$ cat src/rtl/dm_access_unit.sv
// ---------------------------------------------------------------------------
// dm_access_unit
//
// Data-memory access stage sitting between the core's MEM-stage port and a
// handshaked, word-wide data RAM / MIO bus. Byte, half and word loads/stores
// are turned into byte-enabled word accesses, and load data is sign- or
// zero-extended before it is returned to the core. The core is stalled via
// cpu_ready while an access is in flight. Misaligned accesses never reach the
// bus. Accesses that are not acknowledged within TIMEOUT_CYC request cycles
// complete with an error.
//
// Parameters:
//   TIMEOUT_CYC  request cycles without mem_ack before error completion (1..255)
//
// Ports:
//   clk          clock, all state changes on the rising edge
//   reset        synchronous, active-high reset
//   cpu_we       store request
//   cpu_re       load request (cpu_we wins if both are high)
//   cpu_addr     byte address
//   cpu_wdata    right-aligned store data
//   cpu_dm_ctrl  000 word, 001 half, 010 half-unsigned, 011 byte,
//                100 byte-unsigned, 101..111 word
//   cpu_rdata    extended load data, valid while cpu_ready is high in DONE
//   cpu_ready    0 stalls the core
//   cpu_err      1 in DONE if the access was misaligned or timed out
//   mem_req      registered bus request
//   mem_we       registered bus write strobe
//   mem_addr     registered word address (cpu_addr[31:2])
//   mem_be       registered byte enables
//   mem_wdata    registered, lane-replicated store data
//   mem_rdata    bus read data, sampled when mem_ack is high
//   mem_ack      one-cycle bus completion
// ---------------------------------------------------------------------------
module dm_access_unit #(
    parameter int unsigned TIMEOUT_CYC = 255
) (
    input  logic        clk,
    input  logic        reset,
    input  logic        cpu_we,
    input  logic        cpu_re,
    input  logic [31:0] cpu_addr,
    input  logic [31:0] cpu_wdata,
    input  logic [2:0]  cpu_dm_ctrl,
    output logic [31:0] cpu_rdata,
    output logic        cpu_ready,
    output logic        cpu_err,
    output logic        mem_req,
    output logic        mem_we,
    output logic [29:0] mem_addr,
    output logic [3:0]  mem_be,
    output logic [31:0] mem_wdata,
    input  logic [31:0] mem_rdata,
    input  logic        mem_ack
);

    typedef enum logic [1:0] {
        StIdle,
        StReq,
        StDone
    } state_t;

    typedef enum logic [1:0] {
        SzWord,
        SzHalf,
        SzByte
    } size_t;

    state_t      state;
    logic [7:0]  tmo_cnt;

    // Attributes of the access in flight, needed to extract the load result.
    logic [1:0]  off_q;
    size_t       size_q;
    logic        uns_q;
    logic        we_q;

    // Request decode from the core side.
    logic        cpu_req;
    size_t       req_size;
    logic        req_uns;
    logic        misaligned;
    logic [3:0]  store_be;
    logic [31:0] store_wdata;

    // Load extraction from the bus side.
    logic [7:0]  byte_sel;
    logic [15:0] half_sel;
    logic [31:0] load_ext;

    logic [8:0]  tmo_next;
    logic        tmo_hit;

    assign cpu_req = cpu_we | cpu_re;

    always_comb begin
        req_size = SzWord;
        req_uns  = 1'b0;
        unique case (cpu_dm_ctrl)
            3'b001: req_size = SzHalf;
            3'b010: begin
                req_size = SzHalf;
                req_uns  = 1'b1;
            end
            3'b011: req_size = SzByte;
            3'b100: begin
                req_size = SzByte;
                req_uns  = 1'b1;
            end
            default: req_size = SzWord;
        endcase
    end

    always_comb begin
        misaligned = 1'b0;
        unique case (req_size)
            SzHalf:  misaligned = cpu_addr[0];
            SzWord:  misaligned = |cpu_addr[1:0];
            default: misaligned = 1'b0;
        endcase
    end

    // Store data is replicated into every lane so the bus only needs the enables.
    always_comb begin
        store_be    = 4'b1111;
        store_wdata = cpu_wdata;
        unique case (req_size)
            SzByte: begin
                store_be    = 4'b0001 << cpu_addr[1:0];
                store_wdata = {4{cpu_wdata[7:0]}};
            end
            SzHalf: begin
                store_be    = cpu_addr[1] ? 4'b1100 : 4'b0011;
                store_wdata = {2{cpu_wdata[15:0]}};
            end
            default: begin
                store_be    = 4'b1111;
                store_wdata = cpu_wdata;
            end
        endcase
    end

    always_comb begin
        byte_sel = mem_rdata[7:0];
        unique case (off_q)
            2'd0: byte_sel = mem_rdata[7:0];
            2'd1: byte_sel = mem_rdata[15:8];
            2'd2: byte_sel = mem_rdata[23:16];
            2'd3: byte_sel = mem_rdata[31:24];
            default: byte_sel = mem_rdata[7:0];
        endcase
        half_sel = off_q[1] ? mem_rdata[31:16] : mem_rdata[15:0];

        load_ext = mem_rdata;
        unique case (size_q)
            SzByte:  load_ext = {{24{~uns_q & byte_sel[7]}}, byte_sel};
            SzHalf:  load_ext = {{16{~uns_q & half_sel[15]}}, half_sel};
            default: load_ext = mem_rdata;
        endcase
    end

    // tmo_next counts the current REQ cycle; reaching the limit ends the access.
    assign tmo_next = {1'b0, tmo_cnt} + 9'd1;
    assign tmo_hit  = tmo_next >= 9'(TIMEOUT_CYC);

    assign cpu_ready = ((state == StIdle) & ~cpu_req) | (state == StDone);

    always_ff @(posedge clk) begin
        if (reset) begin
            state     <= StIdle;
            tmo_cnt   <= 8'd0;
            off_q     <= 2'd0;
            size_q    <= SzWord;
            uns_q     <= 1'b0;
            we_q      <= 1'b0;
            mem_req   <= 1'b0;
            mem_we    <= 1'b0;
            mem_addr  <= 30'd0;
            mem_be    <= 4'd0;
            mem_wdata <= 32'd0;
            cpu_rdata <= 32'd0;
            cpu_err   <= 1'b0;
        end else begin
            unique case (state)
                StIdle: begin
                    if (cpu_req) begin
                        if (misaligned) begin
                            cpu_err   <= 1'b1;
                            cpu_rdata <= 32'd0;
                            state     <= StDone;
                        end else begin
                            off_q     <= cpu_addr[1:0];
                            size_q    <= req_size;
                            uns_q     <= req_uns;
                            we_q      <= cpu_we;
                            tmo_cnt   <= 8'd0;
                            mem_req   <= 1'b1;
                            mem_we    <= cpu_we;
                            mem_addr  <= cpu_addr[31:2];
                            mem_be    <= store_be;
                            mem_wdata <= store_wdata;
                            state     <= StReq;
                        end
                    end
                end
                StReq: begin
                    // An ack in the same cycle as the timeout still completes cleanly.
                    if (mem_ack) begin
                        cpu_rdata <= we_q ? 32'd0 : load_ext;
                        cpu_err   <= 1'b0;
                        mem_req   <= 1'b0;
                        state     <= StDone;
                    end else if (tmo_hit) begin
                        cpu_rdata <= 32'd0;
                        cpu_err   <= 1'b1;
                        mem_req   <= 1'b0;
                        state     <= StDone;
                    end else begin
                        tmo_cnt <= tmo_next[7:0];
                    end
                end
                StDone: begin
                    tmo_cnt <= 8'd0;
                    state   <= StIdle;
                end
                default: begin
                    mem_req <= 1'b0;
                    state   <= StIdle;
                end
            endcase
        end
    end

endmodule

$ cat config.mk
export PLATFORM = sky130hd
export DESIGN_NAME = dm_access_unit
export DESIGN_NICKNAME = d
export VERILOG_FILES = /design/src/rtl/dm_access_unit.sv
export SDC_FILE = /design/constraint.sdc
export NUM_CORES = 1
export LEC_CHECK = 0
export ABC_AREA = 1
export CAP_MARGIN = 10
export CELL_PAD_IN_SITES_DETAIL_PLACEMENT = 0
export CELL_PAD_IN_SITES_GLOBAL_PLACEMENT = 2
export CORE_MARGIN = 2
export CORE_UTILIZATION = 25
export CTS_CLUSTER_DIAMETER = 30
export DETAILED_ROUTE_END_ITERATION = 16
export PLACE_DENSITY_LB_ADDON = 0.1
export SYNTH_ARGS = -nofsm -noshare
export SYNTH_HDL_FRONTEND = slang
export SYNTH_SLANG_ARGS = --single-unit
$ cat constraint.sdc
create_clock -name clk -period 5.08 [get_ports clk]
set_input_delay 1.016 -clock clk [delete_from_list [all_inputs] [get_ports clk]]
set_output_delay 1.016 -clock clk [all_outputs]
set_load 0.03 [all_outputs]
==> results of run 1 <==
[logic make-up after synthesis]
| group | share of synthesized area, % |
|---|---|
| compound gates | 24.1 |
| fa+ha+maj | 1.79 |
| buf+inv | 8.63 |
| flops | 41.6 |
| simple gates | 23.9 |
[worst min-delay path: stages (launching register included)]
cell	delay (ns)
dfxtp_1	0.30
inv_1	0.05
a21oi_1	0.05
[final timing paths]
path         slack, ns  depth (start not counted)            end      from
max               1.37                          5      cpu_ready    cpu_we
min               0.44                          2        cpu_err   cpu_err
max reg2reg       2.30                          7  cpu_rdata[31]  off_q[1]
min reg2reg       0.44                          2        cpu_err   cpu_err
[routing by layer]
metal | GRT usage [%] | up-vias | part of all wire, %
li1 | - | 2991 | -
met1 | 22.7 | 2674 | 48
met2 | 25.3 | 173 | 44
met3 | 5.25 | 12 | 7.1
met4 | 4.37 | 0 | 0.85
met5 | 0 | - | 0
[flip-flops by register name (all words and copies together) (netlist names)]
name	cells
cpu_err	1
cpu_rdata	32
mem_addr	30
mem_be	4
mem_req	1
mem_wdata	32
off_q	2
size_q	2
state	2
tmo_cnt	8
uns_q	1
we_q	1
[metrics by stage]
stage | total power [mW] | hold WS, ns | cell area, µm² | std cells | util (%)
3_3_place_gp | 2.01 | 0.434 | 7770 | 1226 | 35.5
2_1_floorplan | 1.66 | 0.451 | 5580 | 788 | -
4_1_cts | 3.28 | 0.450 | 8370 | 1258 | 38.2
3_5_place_dp | 2.01 | 0.442 | 7770 | 1226 | 35.5
5_1_grt | 3.41 | 0.473 | 8370 | 1258 | 38.2
6_report | 3.23 | 0.445 | 8370 | 1258 | 38.2
[layout by cell type, fill, tap and decap left out, types with 2 or more instances in the layout]
master	synthesis	final
ha_1	8	8
clkinv_2	0	4
o211ai_1	31	31
a211oi_1	4	4
nand2_2	3	4
nand3_2	6	6
buf_4	7	5
inv_1	52	52
o22ai_1	4	4
nand2_1	223	222
nand2_4	2	2
clkinvlp_4	0	4
inv_2	3	3
nand3_1	33	33
nor2_4	2	2
a21oi_1	102	102
clkdlybuf4s50_1	0	204
o21ai_0	63	63
nor2_1	42	42
bufinv_16	0	3
a31oi_1	26	26
dfxtp_1	116	116
nor2_2	3	3
clkbuf_16	0	17
nand4_1	2	2
[power by group through the flow]
stage,Sequential (mW),Combinational [mW],Clock [mW]
after global placement,1.10,0.906,0
final,1.08,0.905,1.25
after CTS,1.08,0.918,1.28
after detailed placement,1.10,0.914,0
after floorplan,1.23,0.423,0
after global routing,1.10,0.998,1.32
[final cells by class]
cell class                      instances  area share [%]
Inverter                               56            2.51
Tap cell                              280            4.19
Sequential cell                       116            27.8
Timing Repair Buffer                  211            25.2
Multi-Input combinational cell        563            33.2
Clock inverter                         13            1.88
Clock buffer                           19            5.29
==> impl_metrics.yaml, run 1 <==
critical_path:
  cp_num_buf_inv: 3
  critPathMaxStageDelay_ns: 0.73
  crit_fanout: 3
  cp.arrival_ns: 2.69
  critPathTopFamily: "buffers and inverters"
  worstPathRequired_ns: 4.06
  cp-start-kind: "input pin"
  critical_path.slowest_cell: "clkdlybuf4s50_1"
  crit_chain: "clkdlybuf4s50_1 -> nor2_1 -> inv_1 -> a21oi_1 -> clkdlybuf4s50_1"
  crit_type: "in2out"
  cp_common_cell: "clkdlybuf4s50_1"
  endpoint_kind: "primary output"
hold_path:
  hold_class: "reg2reg"
cells_and_area:
  antennaDiodeCount: 0
  drive_gt1_share_pct: 6.24
  fill_cells: 2326
  multiInputGateArea_mm2: 0.00278
  syn_to_final_growth_pct: 49.9
  final_nets: 1077
  seqCellArea_mm2: 0.00232
timing:
  setup_violations: 0
  grt_setup_unrepaired: "false"
  setup_ws_ns: 1.37
  fmax_ghz: 0.270
  worstMarginPinSlew_ns: 0.846
  slew_headroom_pct: 43.6
  finalMaxSlewViolations: 0
  tns_ns: 0
  period_share_pct: 73.0
  fin_crit_ns: 3.71
  finalHoldViolations: 0
  skew_ns: 0.00927
yosys:
  netlist_instances: 788
  ys_types: 33
  synth_nets: 900
  synth.area.top_cells: "dfxtp_1, nand2_1, a21oi_1"
  yosys_warnings: 0
  synthFlopType: "dfxtp_1"
  async_flop_share_pct: 0
  synth-seq-cells: 116
  synthTopCellsByCount: "nand2_1, dfxtp_1, a21oi_1"
  synth_edf_count: 0
  yosysTopAreaCell: "dfxtp_1"
  yosys.area.top_type_share_pct: 41.6
  synthesis.area_mm2: 0.00558
  synth_most_common_cell: "nand2_1"
  avgSynthCellArea_um2: 7.08
  yosysSeqAreaShare_pct: 41.6
grt:
  overflow: 0
  grt_pass1_vias: 5722
  grt_max_degree: 96
  grt_use_total_pct: 16.6
  grt_pass1_wl_mm: 31.4
  antenna_found_initial: 0
power_and_ir_drop:
  swShare_pct: 33.8
  p_per_area_mw_per_mm2: 386
  power_frac_seq_pct: 33.5
  intPower_mw: 2.14
  power_frac_comb_pct: 28.0
  leakagePower_nw: 3.16
  netSwitchingPower_mw: 1.09
  ir_drop_mv: 0.187
  p_clk_share_pct: 38.5
route:
  wire_per_inst_um: 15.6
  drtIter0Drc: 372
  post_drt_via_cell_ratio: 4.65
  dr.pass1.iters: 4
  ant_nets: 0
  routed_wl_mm: 19.6
  drc: 0
  vias: 5850
die:
  dieArea_mm2: 0.0235
  rows: 54
  initial_core_util_pct: 25.5
  fp.dieH_um: 153
  die_w_um: 153
  core_mm2: 0.0219
  ios: 206
cts:
  htree_levels: 4
  hold_buffers: 0
  cts_resized: 0
  cts_tree: "yes"
  clk_pin_slew_ns: 0.05
  cts_setup_buffers: 0
  cts_num_sinks: 116
  clk_latency_ns: 0.41
  root_buffer: "clkbuf_16"
  clock_path_buffers: 2
  cts_inserted_buffers: 17
run:
  maxCapViolations: 0
placement:
  place.gp.congestion: 0.784
  portBuffers: 205
  dp_hpwl_mm: 13.8
  preCtsSetupSlack_ns: 1.17
run_status:
  outcome: "complete, no violations"
No activity file was read; power rests on OpenSTA's default activity.
==> run 2: changes to the inputs <==
--- a/config.mk
+++ b/config.mk
@@ -10,7 +10,7 @@
 export CELL_PAD_IN_SITES_DETAIL_PLACEMENT = 0
 export CELL_PAD_IN_SITES_GLOBAL_PLACEMENT = 2
 export CORE_MARGIN = 2
-export CORE_UTILIZATION = 25
+export CORE_UTILIZATION = 21
 export CTS_CLUSTER_DIAMETER = 30
 export DETAILED_ROUTE_END_ITERATION = 16
 export PLACE_DENSITY_LB_ADDON = 0.1
==> constraint.sdc (replaced) <==
create_clock -name clk -period 3.2 [get_ports clk]
set_input_delay 0.64 -clock clk [delete_from_list [all_inputs] [get_ports clk]]
set_output_delay 0.64 -clock clk [all_outputs]
set_load 0.03 [all_outputs]
==> impl_metrics.yaml, run 2 (synthesis results as in run 1) <==
power_and_ir_drop:
  p_clk_share_pct: 37.9
  netSwitchingPower_mw: 1.79
  power_frac_seq_pct: 32.8
  power_frac_comb_pct: 29.3
  ir_drop_mv: 0.305
  p_total_mw: 5.19
  p_per_area_mw_per_mm2: 606
  swShare_pct: 34.5
  intPower_mw: 3.40
  leakagePower_nw: 3.23
timing:
  grt_setup_unrepaired: "false"
  worstMarginPinSlew_ns: 0.871
  fin_crit_ns: 2.93
  finalHoldViolations: 0
  tns_ns: 0
  setup_ws_ns: 0.274
  finalMaxSlewViolations: 0
  slew_headroom_pct: 41.9
  period_share_pct: 91.4
  setup_violations: 0
  skew_ns: 0.0149
  fmax_ghz: 0.342
route:
  drc: 0
  dr.pass1.iters: 4
  routed_wl_mm: 20.9
  drtIter0Drc: 315
  vias: 5778
  post_drt_via_cell_ratio: 4.37
  ant_nets: 0
  wire_per_inst_um: 15.8
die:
  initial_core_util_pct: 21.4
  ios: 206
  rows: 59
  dieArea_mm2: 0.0279
  fp.dieH_um: 167
  core_mm2: 0.0261
  die_w_um: 167
placement:
  preCtsSetupSlack_ns: 0.137
  dp.cells: 1291
  place.gp.congestion: 0.715
  portBuffers: 205
  dp_hpwl_mm: 14.6
cts:
  clk_latency_ns: 0.42
  cts_tree: "yes"
  cts_setup_buffers: 0
  clock_path_buffers: 2
  root_buffer: "clkbuf_16"
  htree_levels: 4
  clk_pin_slew_ns: 0.05
  hold_buffers: 0
  cts_resized: 0
  cts_num_sinks: 116
  cts_inserted_buffers: 17
hold_path:
  hold_class: "reg2reg"
cells_and_area:
  syn_to_final_growth_pct: 53.4
  antennaDiodeCount: 0
  top_regs: "cpu_rdata x32, mem_wdata x32, mem_addr x30"
  drive_gt1_share_pct: 7.29
  final_nets: 1087
  final_util_pct: 32.9
  layout_common_cells: "nand2_1, clkdlybuf4s50_1, dfxtp_1, a21oi_1, o21ai_0"
  stdcell_count: 1323
  final_common_cell: "nand2_1"
run:
  maxCapViolations: 0
critical_path:
  cp-start-kind: "input pin"
  critPathTopFamily: "buffers and inverters"
  cp_common_cell: "clkdlybuf4s50_1"
  cp.arrival_ns: 2.29
  crit_fanout: 3
  worstPathRequired_ns: 2.56
  crit_chain: "clkdlybuf4s50_1 -> nor2_1 -> inv_1 -> a21oi_1 -> clkdlybuf4s50_1"
  critical_path.slowest_cell: "clkdlybuf4s50_1"
  endpoint_kind: "primary output"
  cp_num_buf_inv: 3
  crit_type: "in2out"
  critPathMaxStageDelay_ns: 0.73
grt:
  grt_pass1_wl_mm: 33.1
  grt_use_total_pct: 15.0
  antenna_found_initial: 0
  grt_pass1_vias: 5927
  grt_max_degree: 78
  overflow: 0
run_status:
  outcome: "complete, no violations"
-- run 2: worst reg2reg max path: cells and delay by family (launching register included) --
| family | cells | cell delay, ns |
|---|---|---|
| buffers and inverters | 1 | 0.20 |
| flip-flops | 1 | 0.54 |
| AO/OA/AOI/OAI | 4 | 0.67 |
| AND/OR/NAND/NOR | 2 | 0.60 |
-- run 2: worst paths after layout --
path                  from       endpoint  slack, ns  depth (start not counted)
setup / recovery    cpu_we      cpu_ready       0.27                          5
hold / removal     cpu_err        cpu_err       0.45                          2
setup reg to reg  off_q[0]  cpu_rdata[31]       1.03                          7
hold reg to reg    cpu_err        cpu_err       0.45                          2
-- run 2: final cells by class --
| class | instances | area [µm²] |
|---|---|---|
| clock inverters | 13 | 149 |
| flip-flops and latches | 116 | 2320 |
| repair buffers | 221 | 2230 |
| inverters | 56 | 210 |
| well taps | 335 | 419 |
| fillers | 2838 | 17500 |
| clock buffers | 19 | 453 |
| multi-input cells | 563 | 2780 |
-- run 2: power groups by stage --
| stage | Combinational, mW | Clock, mW | Sequential (mW) |
|---|---|---|---|
| 2_1_floorplan | 0.671 | 0 | 1.96 |
| 3_3_place_gp | 1.55 | 0 | 1.74 |
| 3_5_place_dp | 1.54 | 0 | 1.73 |
| 4_1_cts | 1.54 | 2.04 | 1.70 |
| 5_1_grt | 1.67 | 2.09 | 1.73 |
| 6_report | 1.52 | 1.97 | 1.70 |
-- run 2: metrics by stage --
stage / area, µm² / hold WS [ns]
floorplan: 5580 / 0.451
finish: 8560 / 0.446
global route: 8560 / 0.470
global placement: 7960 / 0.437
CTS: 8560 / 0.449
detailed placement: 7960 / 0.440
-- run 2: per-layer routing --
metal / GRT usage (%) / part of all wire, % / vias to the layer above
met5: 0 / 0 / -
met2: 22.2 / 43 / 162
li1: - / - / 3016
met1: 20.0 / 48 / 2592
met3: 6.39 / 8.7 / 8
met4: 3.60 / 0.76 / 0
==> run 3: changes to the inputs <==
--- a/config.mk
+++ b/config.mk
@@ -11,9 +11,10 @@
 export CELL_PAD_IN_SITES_GLOBAL_PLACEMENT = 2
 export CORE_MARGIN = 2
 export CORE_UTILIZATION = 21
-export CTS_CLUSTER_DIAMETER = 30
+export CTS_CLUSTER_DIAMETER = 50
 export DETAILED_ROUTE_END_ITERATION = 16
-export PLACE_DENSITY_LB_ADDON = 0.1
+export PLACE_DENSITY = 0.74
+export REMOVE_ABC_BUFFERS = 1
 export SYNTH_ARGS = -nofsm -noshare
 export SYNTH_HDL_FRONTEND = slang
 export SYNTH_SLANG_ARGS = --single-unit
==> impl_metrics.yaml, run 3 (synthesis results as in run 1) <==
critical_path:
  critical_path.slowest_cell: "clkdlybuf4s50_1"
  critPathMaxStageDelay_ns: 0.73
  cp.arrival_ns: 2.25
  crit_chain: "clkdlybuf4s50_1 -> nor2_1 -> inv_1 -> a21oi_1 -> clkdlybuf4s50_1"
  cp_num_buf_inv: 3
  crit_fanout: 2
  critPathTopFamily: "buffers and inverters"
  crit_type: "in2out"
  worstPathRequired_ns: 2.56
  cp-start-kind: "input pin"
  endpoint_kind: "primary output"
  cp_common_cell: "clkdlybuf4s50_1"
timing:
  fmax_ghz: 0.346
  tns_ns: 0
  slew_headroom_pct: 53.5
  period_share_pct: 90.2
  skew_ns: 0.0105
  finalHoldViolations: 0
  worstMarginPinSlew_ns: 0.696
  hold_slack_ns: 0.448
  grt_setup_unrepaired: "false"
  setup_violations: 0
  finalMaxSlewViolations: 0
  fin_crit_ns: 2.89
grt:
  grt_pass1_vias: 5830
  antenna_found_initial: 0
  overflow: 0
  grt_max_degree: 56
  grt_pass1_wl_mm: 32.2
  grt_use_total_pct: 14.5
route:
  drtIter0Drc: 267
  vias: 5875
  post_drt_via_cell_ratio: 4.42
  routed_wl_mm: 20.2
  dr.pass1.iters: 4
  ant_nets: 0
  wire_per_inst_um: 15.2
  drc: 0
cts:
  clk_pin_slew_ns: 0.06
  clock_path_buffers: 2
  htree_levels: 4
  cts_tree: "yes"
  root_buffer: "clkbuf_16"
  cts_num_sinks: 116
  cts_inserted_buffers: 17
  cts_setup_buffers: 0
  clk_latency_ns: 0.42
  hold_buffers: 0
  cts_resized: 0
cells_and_area:
  fill_cells: 2842
  final_nets: 1091
  layout_common_cells: "nand2_1, clkdlybuf4s50_1, dfxtp_1, a21oi_1, o21ai_0"
  final_common_cell: "nand2_1"
  drive_gt1_share_pct: 7.56
  top_regs: "cpu_rdata x32, mem_wdata x32, mem_addr x30"
  syn_to_final_growth_pct: 53.9
placement:
  place.gp.congestion: 0.724
  portBuffers: 205
  dp_hpwl_mm: 13.9
power_and_ir_drop:
  p_total_mw: 5.23
  p_per_area_mw_per_mm2: 609
  leakagePower_nw: 3.25
  ir_drop_mv: 0.322
die:
  fp.dieH_um: 167
  die_w_um: 167
  initial_core_util_pct: 21.4
  core_mm2: 0.0261
  rows: 59
  ios: 206
  dieArea_mm2: 0.0279
hold_path:
  hold_class: "reg2reg"
run:
  maxCapViolations: 0
run_status:
  outcome: "complete, no violations"
==> run 3: routing by layer <==
layer  share of wire [%]  up-vias  track usage (%)  wire length (µm)
met5                   0        -                0                 0
met4                0.60        0             3.22               121
met3                 9.1        7             6.46              1850
met2                  44      170             22.2              8900
met1                  46     2673             18.8              9340
li1                    -     3025                -                 -
==> run 3: path summary, 6_finish.rpt <==
kind	slack [ns]	cells after the start	end	start
max reg2reg	1.03	7	cpu_rdata[21]	off_q[1]
min reg2reg	0.45	2	cpu_err	cpu_err
min	0.45	2	cpu_err	cpu_err
max	0.31	5	cpu_ready	cpu_we
==> run 3: where the power goes <==
part / internal, mW / total [mW] / switching [mW]
Combinational: 0.600 / 1.53 / 0.928
Clock: 1.24 / 2.00 / 0.769
Sequential: 1.60 / 1.69 / 0.0946
Total: 3.44 / 5.23 / 1.79
==> run 3: final cells by class <==
type | count | area (µm²) | share of cell area [%]
multi-input combinational | 563 | 2780 | 32.4
sequential | 116 | 2320 | 27.0
timing repair buffer | 225 | 2250 | 26.2
clock buffer | 18 | 429 | 5.00
tap | 335 | 419 | 4.88
inverter | 56 | 210 | 2.45
clock inverter | 14 | 176 | 2.05
antenna | 1 | 2.50 | 0.0291
==> run 3: through the flow <==
step / util [%] / std cells / setup slack, ns / instance area, µm²
CTS: 32.9 / 1327 / 0.263 / 8580
global placement: 30.6 / 1295 / 0.138 / 7980
floorplan: - / 735 / -0.467 / 5310
global route: 32.9 / 1327 / 0.205 / 8580
finish: 32.9 / 1328 / 0.313 / 8590
detailed placement: 30.6 / 1295 / 0.0642 / 7980
==> run 3: worst register-to-register path, stage by stage, from the launching register on <==
cell,delay [ns]
dfxtp_1,0.31
inv_1,0.51
nor2_1,0.15
o22ai_2,0.18
nand3_2,0.25
nand3_2,0.38
o211ai_1,0.15
a21oi_1,0.18
